$ cat config.mk
export PLATFORM = sky130hd
export DESIGN_NAME = operand_stack
export DESIGN_NICKNAME = d
export VERILOG_FILES = /design/src/rtl/cpu_pkg.sv /design/src/rtl/operand_stack.sv
export SDC_FILE = /design/constraint.sdc
export NUM_CORES = 2
export LEC_CHECK = 0
export BUFFER_PORTS_ARGS = -buffer_cell sky130_fd_sc_hd__buf_2
export CAP_MARGIN = 20
export CORE_UTILIZATION = 60
export CTS_BUF_LIST = sky130_fd_sc_hd__clkbuf_8 sky130_fd_sc_hd__clkbuf_16
export DETAILED_ROUTE_END_ITERATION = 6
export PLACE_DENSITY_LB_ADDON = 0.2
export REMOVE_ABC_BUFFERS = 1
export SKIP_LAST_GASP = 1
export SLEW_MARGIN = 40
export SYNTH_ARGS = -nofsm -noshare
export SYNTH_HDL_FRONTEND = slang
export SYNTH_SLANG_ARGS = --single-unit
$ cat constraint.sdc
create_clock -name clk -period 9.6 [get_ports clk]
set_input_delay 2.4 -clock clk [delete_from_list [all_inputs] [get_ports clk]]
set_output_delay 2.4 -clock clk [all_outputs]
set_load 0.01 [all_outputs]
$ cat src/rtl/cpu_pkg.sv
// Shared CPU package: operation codes understood by the operand stack and
// the sticky trap codes it reports. The CPU decoder uses the same constants
// so both sides agree on the encoding.
package cpu_pkg;

  localparam int OP_W   = 3;
  localparam int TRAP_W = 2;

  // Operand stack operation codes; 5..7 are reserved and behave as NOP.
  localparam logic [OP_W-1:0] OP_NOP       = 3'd0;
  localparam logic [OP_W-1:0] OP_PUSH      = 3'd1;
  localparam logic [OP_W-1:0] OP_POP       = 3'd2;
  localparam logic [OP_W-1:0] OP_REPLACE   = 3'd3;
  localparam logic [OP_W-1:0] OP_POP2_PUSH = 3'd4;

  // Sticky trap codes; the first non-zero code freezes the stack.
  localparam logic [TRAP_W-1:0] TRAP_NONE      = 2'd0;
  localparam logic [TRAP_W-1:0] TRAP_UNDERFLOW = 2'd1;
  localparam logic [TRAP_W-1:0] TRAP_OVERFLOW  = 2'd2;

endpackage

$ cat src/rtl/operand_stack.sv
// Operand stack for a stack-machine CPU (wasm style).
// One operation per rising clk edge, results visible from the next edge.
//
// Ports:
//   clk      - clock, rising edge active
//   reset    - asynchronous, active-low reset
//   op       - operation code (cpu_pkg OP_*)
//   data_in  - value written by PUSH / REPLACE / POP2_PUSH
//   top      - entry at the top of the stack (0 when empty)
//   next     - entry directly below top (0 when fewer than two entries)
//   count    - number of valid entries
//   empty    - count == 0
//   full     - count == DEPTH
//   trap     - sticky error code (cpu_pkg TRAP_*)
module operand_stack
  import cpu_pkg::*;
#(
  parameter int WIDTH = 64,
  parameter int DEPTH = 16
) (
  input  logic                       clk,
  input  logic                       reset,
  input  logic [OP_W-1:0]            op,
  input  logic [WIDTH-1:0]           data_in,
  output logic [WIDTH-1:0]           top,
  output logic [WIDTH-1:0]           next,
  output logic [$clog2(DEPTH):0]     count,
  output logic                       empty,
  output logic                       full,
  output logic [TRAP_W-1:0]          trap
);

  localparam int AW = $clog2(DEPTH);
  localparam int CW = AW + 1;
  localparam logic [CW-1:0] DEPTH_C = CW'(DEPTH);
  localparam logic [CW-1:0] ONE_C   = CW'(1);
  localparam logic [CW-1:0] TWO_C   = CW'(2);

  logic [WIDTH-1:0]  stack_q [DEPTH];
  logic [CW-1:0]     sp_q, sp_d;
  logic [TRAP_W-1:0] trap_q, trap_d;

  logic              wrEn;
  logic [AW-1:0]     wrAddr;
  logic [AW-1:0]     topIdx;
  logic [AW-1:0]     nextIdx;

  // sp_q points one past the top entry; the low bits wrap harmlessly
  // because the read is masked whenever the slot is not valid.
  assign topIdx  = sp_q[AW-1:0] - AW'(1);
  assign nextIdx = sp_q[AW-1:0] - AW'(2);

  // Next-state decode. A failing op records its trap code and leaves
  // storage and count alone; once trapped, everything is ignored.
  always_comb begin
    sp_d   = sp_q;
    trap_d = trap_q;
    wrEn   = 1'b0;
    wrAddr = sp_q[AW-1:0];
    if (trap_q == TRAP_NONE) begin
      case (op)
        OP_PUSH: begin
          if (sp_q == DEPTH_C) begin
            trap_d = TRAP_OVERFLOW;
          end else begin
            wrEn   = 1'b1;
            wrAddr = sp_q[AW-1:0];
            sp_d   = sp_q + ONE_C;
          end
        end
        OP_POP: begin
          if (sp_q == '0) begin
            trap_d = TRAP_UNDERFLOW;
          end else begin
            sp_d = sp_q - ONE_C;
          end
        end
        OP_REPLACE: begin
          if (sp_q == '0) begin
            trap_d = TRAP_UNDERFLOW;
          end else begin
            wrEn   = 1'b1;
            wrAddr = topIdx;
          end
        end
        OP_POP2_PUSH: begin
          // Result lands in the slot that held next; net one entry fewer.
          if (sp_q < TWO_C) begin
            trap_d = TRAP_UNDERFLOW;
          end else begin
            wrEn   = 1'b1;
            wrAddr = nextIdx;
            sp_d   = sp_q - ONE_C;
          end
        end
        default: begin
        end
      endcase
    end
  end

  // Stack pointer and trap state; reset forces an empty, untrapped stack.
  always_ff @(posedge clk or negedge reset) begin
    if (!reset) begin
      sp_q   <= '0;
      trap_q <= TRAP_NONE;
    end else begin
      sp_q   <= sp_d;
      trap_q <= trap_d;
    end
  end

  // Storage is never cleared; the outputs are masked by count instead.
  always_ff @(posedge clk) begin
    if (wrEn) begin
      stack_q[wrAddr] <= data_in;
    end
  end

  assign top   = (sp_q == '0)   ? '0 : stack_q[topIdx];
  assign next  = (sp_q < TWO_C) ? '0 : stack_q[nextIdx];
  assign count = sp_q;
  assign empty = (sp_q == '0);
  assign full  = (sp_q == DEPTH_C);
  assign trap  = trap_q;

endmodule
=== Yosys cells after proc, flatten, opt, wreduce, memory -nomap -nowiden ===
Memories as Yosys holds them, arrays and structs flattened.
Index checks and enable logic that the tools add are counted.

* Memory bits (writable): 1024
* Flip-flop bits (word level): 7
* Bits of input ports: 69
* Memories: 1
* Logic and storage cells: 47
* Output and inout bits: 137

{| class="wikitable"
|+ Memory list
! name !! words !! bits a word !! rd ports !! clocked after memory_dff !! wr ports !! line !! RTL
|-
| stack_q || 16 || 64 || 2 || 0 || 1 || operand_stack.sv:39 || <nowiki>logic [WIDTH-1:0] stack_q [DEPTH];</nowiki>
|}

* Reduce and logical (&&, ||, !) cells: 7
* Mux-type cells: 21
* Magnitude comparators: 1
* Add/subtract/negate cells: 4
* Equality and inequality tests: 11

{| class="wikitable"
|+ Operators by type and width
! operator !! count
|-
| two-way mux 64 bit || 2
|-
| two-way mux 5 bit || 3
|-
| case mux 5 bit (3 select lines) || 1
|-
| two-way mux 4 bit || 3
|-
| inequality test 2 bit (second input constant) || 5
|-
| AND reduction 5 bit || 2
|-
| case mux 4 bit (2 select lines) || 1
|-
| == test 3 x 2 -> 1 bit (second input constant) || 2
|-
| two-way mux 1 bit || 6
|-
| two-way mux 2 bit || 3
|-
| case mux 2 bit (3 select lines) || 1
|-
| nonzero test 3 bit || 2
|-
| adder 5 x 1 -> 5 bit (second input constant) || 1
|-
| == test 5 bit (second input constant) || 1
|-
| logical NOT 5 bit || 1
|-
| < comparator 5 x 2 -> 1 bit (second input constant) || 1
|-
| subtractor 5 x 1 -> 5 bit (second input constant) || 1
|-
| subtractor 4 x 1 -> 4 bit (second input constant) || 1
|-
| subtractor 4 x 2 -> 4 bit (second input constant) || 1
|-
| == test 3 x 1 -> 1 bit (second input constant) || 1
|-
| == test 3 bit (second input constant) || 1
|-
| case mux 1 bit (3 select lines) || 1
|-
| logical NOT 2 bit || 1
|-
| inequality test 2 x 1 -> 1 bit (second input constant) || 1
|-
| OR reduction 2 bit || 1
|}

=== Longest topological paths before layout ===
* Depth after elaboration: 6
* Depth in mapped cells: 15
* Mapped depth without buffers: 9

=== Worst setup path before layout ===
No wires, ideal clock.

* Kind: in2reg
* Start: in op[1]
* End: mem stack_q[10][0] (enable)
* Arrival: 8212 ps
* Setup slack: 824 ps
* Cell stages on the path: 6
* Path buffers: 1
* Data required time: 9035 ps
* Library setup time: 565 ps
* Cell sequence: buf_2 > nor3b_4 > o21ai_2 > a221o_1 > or4b_4 > nor3_1

* Cells in the longest elaborated chain, start to end: 5
* Elaborated cells on any way between the ends: 9
* Classes of those cells: 3 x eq/ne; 6 x mux

{| class="wikitable"
|+ Ends and longest elaborated chain
! element !! line !! RTL
|-
| start: declaration || operand_stack.sv:23 || <nowiki>input logic [OP_W-1:0] op,</nowiki>
|-
| == test 3 bit, or another cell as far along || operand_stack.sv:61 || <nowiki>case (op)</nowiki>
|-
| case mux 1 bit (3 select lines) || operand_stack.sv:61 ||
|-
| two-way mux 1 bit || operand_stack.sv:60 || <nowiki>if (trap_q == TRAP_NONE) begin</nowiki>
|-
| two-way mux 1 bit || operand_stack.sv:115 || <nowiki>if (wrEn) begin</nowiki>
|-
| two-way mux 1 bit (implied by the code) || operand_stack.sv:116 || <nowiki>stack_q[wrAddr] <= data_in;</nowiki>
|-
| end: declaration || operand_stack.sv:39 ||
|}

Several ways; a longest one is shown, not always the timed one.

=== Final worst setup path ===
* Start: reg sp_q[0] (netlist: count[0])
* End: out next[62]

* Cells in the longest elaborated chain, start to end: 3
* Elaborated cells on any way between the ends: 4
* Classes of those cells: 1 x add/sub; 1 x order compare; 1 x mux; 1 x memory

{| class="wikitable"
|+ Ends and longest elaborated chain
! element !! line !! RTL
|-
| start: declaration || operand_stack.sv:40 || <nowiki>logic [CW-1:0] sp_q, sp_d;</nowiki>
|-
| start signal: assignment || operand_stack.sv:108 || <nowiki>sp_q <= sp_d;</nowiki>
|-
| subtractor 4 x 2 -> 4 bit || operand_stack.sv:51 || <nowiki>assign nextIdx = sp_q[AW-1:0] - AW'(2);</nowiki>
|-
| memory read (16 x 64 bit) || - ||
|-
| two-way mux 64 bit * || operand_stack.sv:121 || <nowiki>assign next = (sp_q < TWO_C) ? '0 : stack_q[nextIdx];</nowiki>
|-
| end: declaration || operand_stack.sv:26 || <nowiki>output logic [WIDTH-1:0] next,</nowiki>
|}

Mark *: on every way between the ends. The rest lies on a longest branch, timed or not.

==> results.cfg <==
[status]
outcome = finished, final reports clean

[clocking]
postCtsSetupRepairBufs = 0
cts.hold.buffers_added = 0
htree_levels = 3
cts_tree = yes
cts_resized = 0
insertion_delay_ns = 0.67
cts_buffers = 107
path_clk_slew_ns = 0.06
clk_path_buf_depth = 3
clockRootBuffer = clkbuf_16
cts.sinks = 1031

[worst_setup_path]
path_max_fanout = 86
crit_arrival_ns = 4.92
ff2ff_path_depth = 9
required_ns = 7.20
critPathCaptureType = output pin
reg2reg_from = count[0]
worstReg2RegEnd = stack_q[0][45]
worstSetupPathType = flop to output pin
reg2reg_slack_ns = 4.14
critPathLaunchType = flop

[finish]
stdcell_count = 3612
final_core_util_pct = 67.9
design_area_mm2 = 0.0537
nNetsFinal = 2547
area_growth_pct = 12.0
drive_gt1_share_pct = 39.8

[worst_hold_path]
hold_path_end = trap[0]
worstHoldPathType = flop to flop
min_delay_path_depth = 1
hp-start = trap[1]

[placement]
port_buffers = 205
place_area_mm2 = 0.0503
place_hpwl_um = 63200
gp_congestion = 0.781
dp_cells = 3410

[floorplan]
die_h_um = 285
io_pins = 206
core_region_area_mm2 = 0.0790
dieArea_mm2 = 0.0810
rows = 103
die_w_um = 285
start_util_pct = 60.7

[flow_run]
maxCapViolCount = 0

[detailed_routing]
drtIter0Drc = 3099
firstDrtPassIters = 5
route.detailed.drc = 0
vias_per_cell = 7.27
finalWirelength_um = 121000
avgRoutedWirePerCell_um = 33.5
ant_nets = 0
num_vias = 26300

[sta]
hold_violations = 0
finalMaxSlewViolations = 0
finalSetupTns_ns = 0
fin_crit_sh_pct = 76.3
min_period_ns = 7.32
setup_violations = 0
finClkSkew_ns = 0.0216
fmax_mhz = 137
whs_ns = 0.528
tightest_slew_ns = 0.857
relSlewSlack_pct = 42.9
grt_setup_unrepaired = no

[yosys]
ys.flop_type = edfxtp_1
yosysTopAreaCell = edfxtp_1
synth_top_area_share_pct = 64.2
synth.area.top_cells = edfxtp_1, mux4_2, mux2i_1
synth_cells = 2276
synthesis.area_mm2 = 0.0479
synth-edff-count = 1024
synth.distinct_cells = 54
postSynthAreaPerCell_um2 = 21.1
async_flop_share_pct = 0.679
yosysSeqAreaShare_pct = 64.5
ys_warn_count = 0
ys_seq_elements = 1031

[global_routing]
grt_usage_pct = 30.5
grt_pass1_vias = 27000
antenna_found_initial = 11
grt_pass1_wl_um = 179000
grt_max_degree = 87
grt-ovfl-total = 0

[power_and_ir_drop]
peakVddDrop_uv = 432
netSwitchingFraction_pct = 37.5
p_int_w = 0.0125
pwr-share-clk_pct = 19.5
p_leak_nw = 17.5
pwr-share-comb_pct = 53.3
power_per_cell_area_mw_per_mm2 = 373
netSwitchingPower_w = 0.00753
seq_power_share_pct = 27.2
final cells by class:
class / instances / area [um^2]
fillers: 4868 / 25300
well taps: 1050 / 1310
diodes: 4 / 10.0
clock buffers: 109 / 2730
repair buffers: 267 / 1790
flip-flops and latches: 1031 / 30900
clock inverters: 88 / 574
inverters: 7 / 26.3
multi-input cells: 1056 / 16300
registers in the layout, summed over array words and instances (netlist names):
| signal | cells |
|---|---|
| stack_q | 1024 |
| trap | 2 |
| count | 5 |
cells in the final DEF (no fill, tap or decap), types with 15 or more instances in the layout:
master	instances
nor2b_1	65
mux2i_1	67
nand2_1	130
clkbuf_16	109
edfxtp_1	1024
clkinv_1	26
and3_1	65
inv_1	35
buf_4	30
clkinv_2	20
mux4_2	576
buf_2	205
a211oi_1	64
nor3_2	15
buf_6	16
cells in the mapped netlist (10+ instances only):
library cell,number
nand2_1,130
and3_1,65
edfxtp_1,1024
nor2b_1,65
mux4_2,576
buf_2,91
buf_4,10
nor3_1,19
nor2_1,10
clkbuf_1,78
mux2i_1,67
a211oi_1,64
logic make-up after synthesis:
| group | count (synthesis) | share of synthesized area [%] |
|---|---|---|
| compound gates | 86 | 1.34 |
| buf+inv | 189 | 1.81 |
| mux | 643 | 28.5 |
| xor+xnor | 12 | 0.235 |
| flops | 1031 | 64.5 |
| simple gates | 307 | 3.38 |
| fa+ha+maj | 8 | 0.225 |
worst max-delay path: stages (launching register included):
cell	delay (ns)
dfrtp_4	0.90
buf_12	0.36
buf_16	0.43
buf_12	0.43
buf_16	0.44
mux4_2	0.58
mux4_2	0.52
nor2b_1	0.16
buf_2	0.17
how the worst max path moves through the flow:
| stage | start | to | slack (ns) | cells after the start |
|---|---|---|---|---|
| 2_1_floorplan | count[0] | stack_q[5][0] | -23.89 | 6 |
| 3_3_place_gp | count[1] | top[19] | 2.67 | 8 |
| 3_5_place_dp | count[0] | next[63] | 2.89 | 8 |
| 4_1_cts | count[0] | next[63] | 2.17 | 8 |
| 5_1_grt | count[0] | next[1] | 1.95 | 8 |
| 6_report | count[0] | next[62] | 2.28 | 8 |
power by group through the flow:
stage / Clock [W] / Sequential [W] / Combinational [W]
final: 0.00390 / 0.00546 / 0.0107
after global routing: 0.00411 / 0.00548 / 0.0113
after CTS: 0.00394 / 0.00545 / 0.0107
after detailed placement: 0 / 0.00554 / 0.0107
after global placement: 0 / 0.00556 / 0.0105
after floorplan: 0 / 0.00583 / 0.00767
stage by stage:
| stage | worst slack, ns | power [W] |
|---|---|---|
| after floorplan | -23.89 | 0.0135 |
| after global placement | 2.67 | 0.0161 |
| after detailed placement | 2.89 | 0.0162 |
| after CTS | 2.17 | 0.0201 |
| after global routing | 1.95 | 0.0209 |
| final | 2.28 | 0.0200 |
metal layers:
layer / wire, um / vias to the layer above / global-route usage, % / part of all wire (%)
li1: - / 10300 / - / -
met1: 45500 / 14100 / 43.5 / 38
met2: 59900 / 1613 / 48.8 / 50
met3: 12100 / 225 / 5.73 / 10
met4: 3260 / 8 / 8.87 / 2.7
met5: 47 / - / 0 / 0.039
Power figures use the tool's default switching activity.
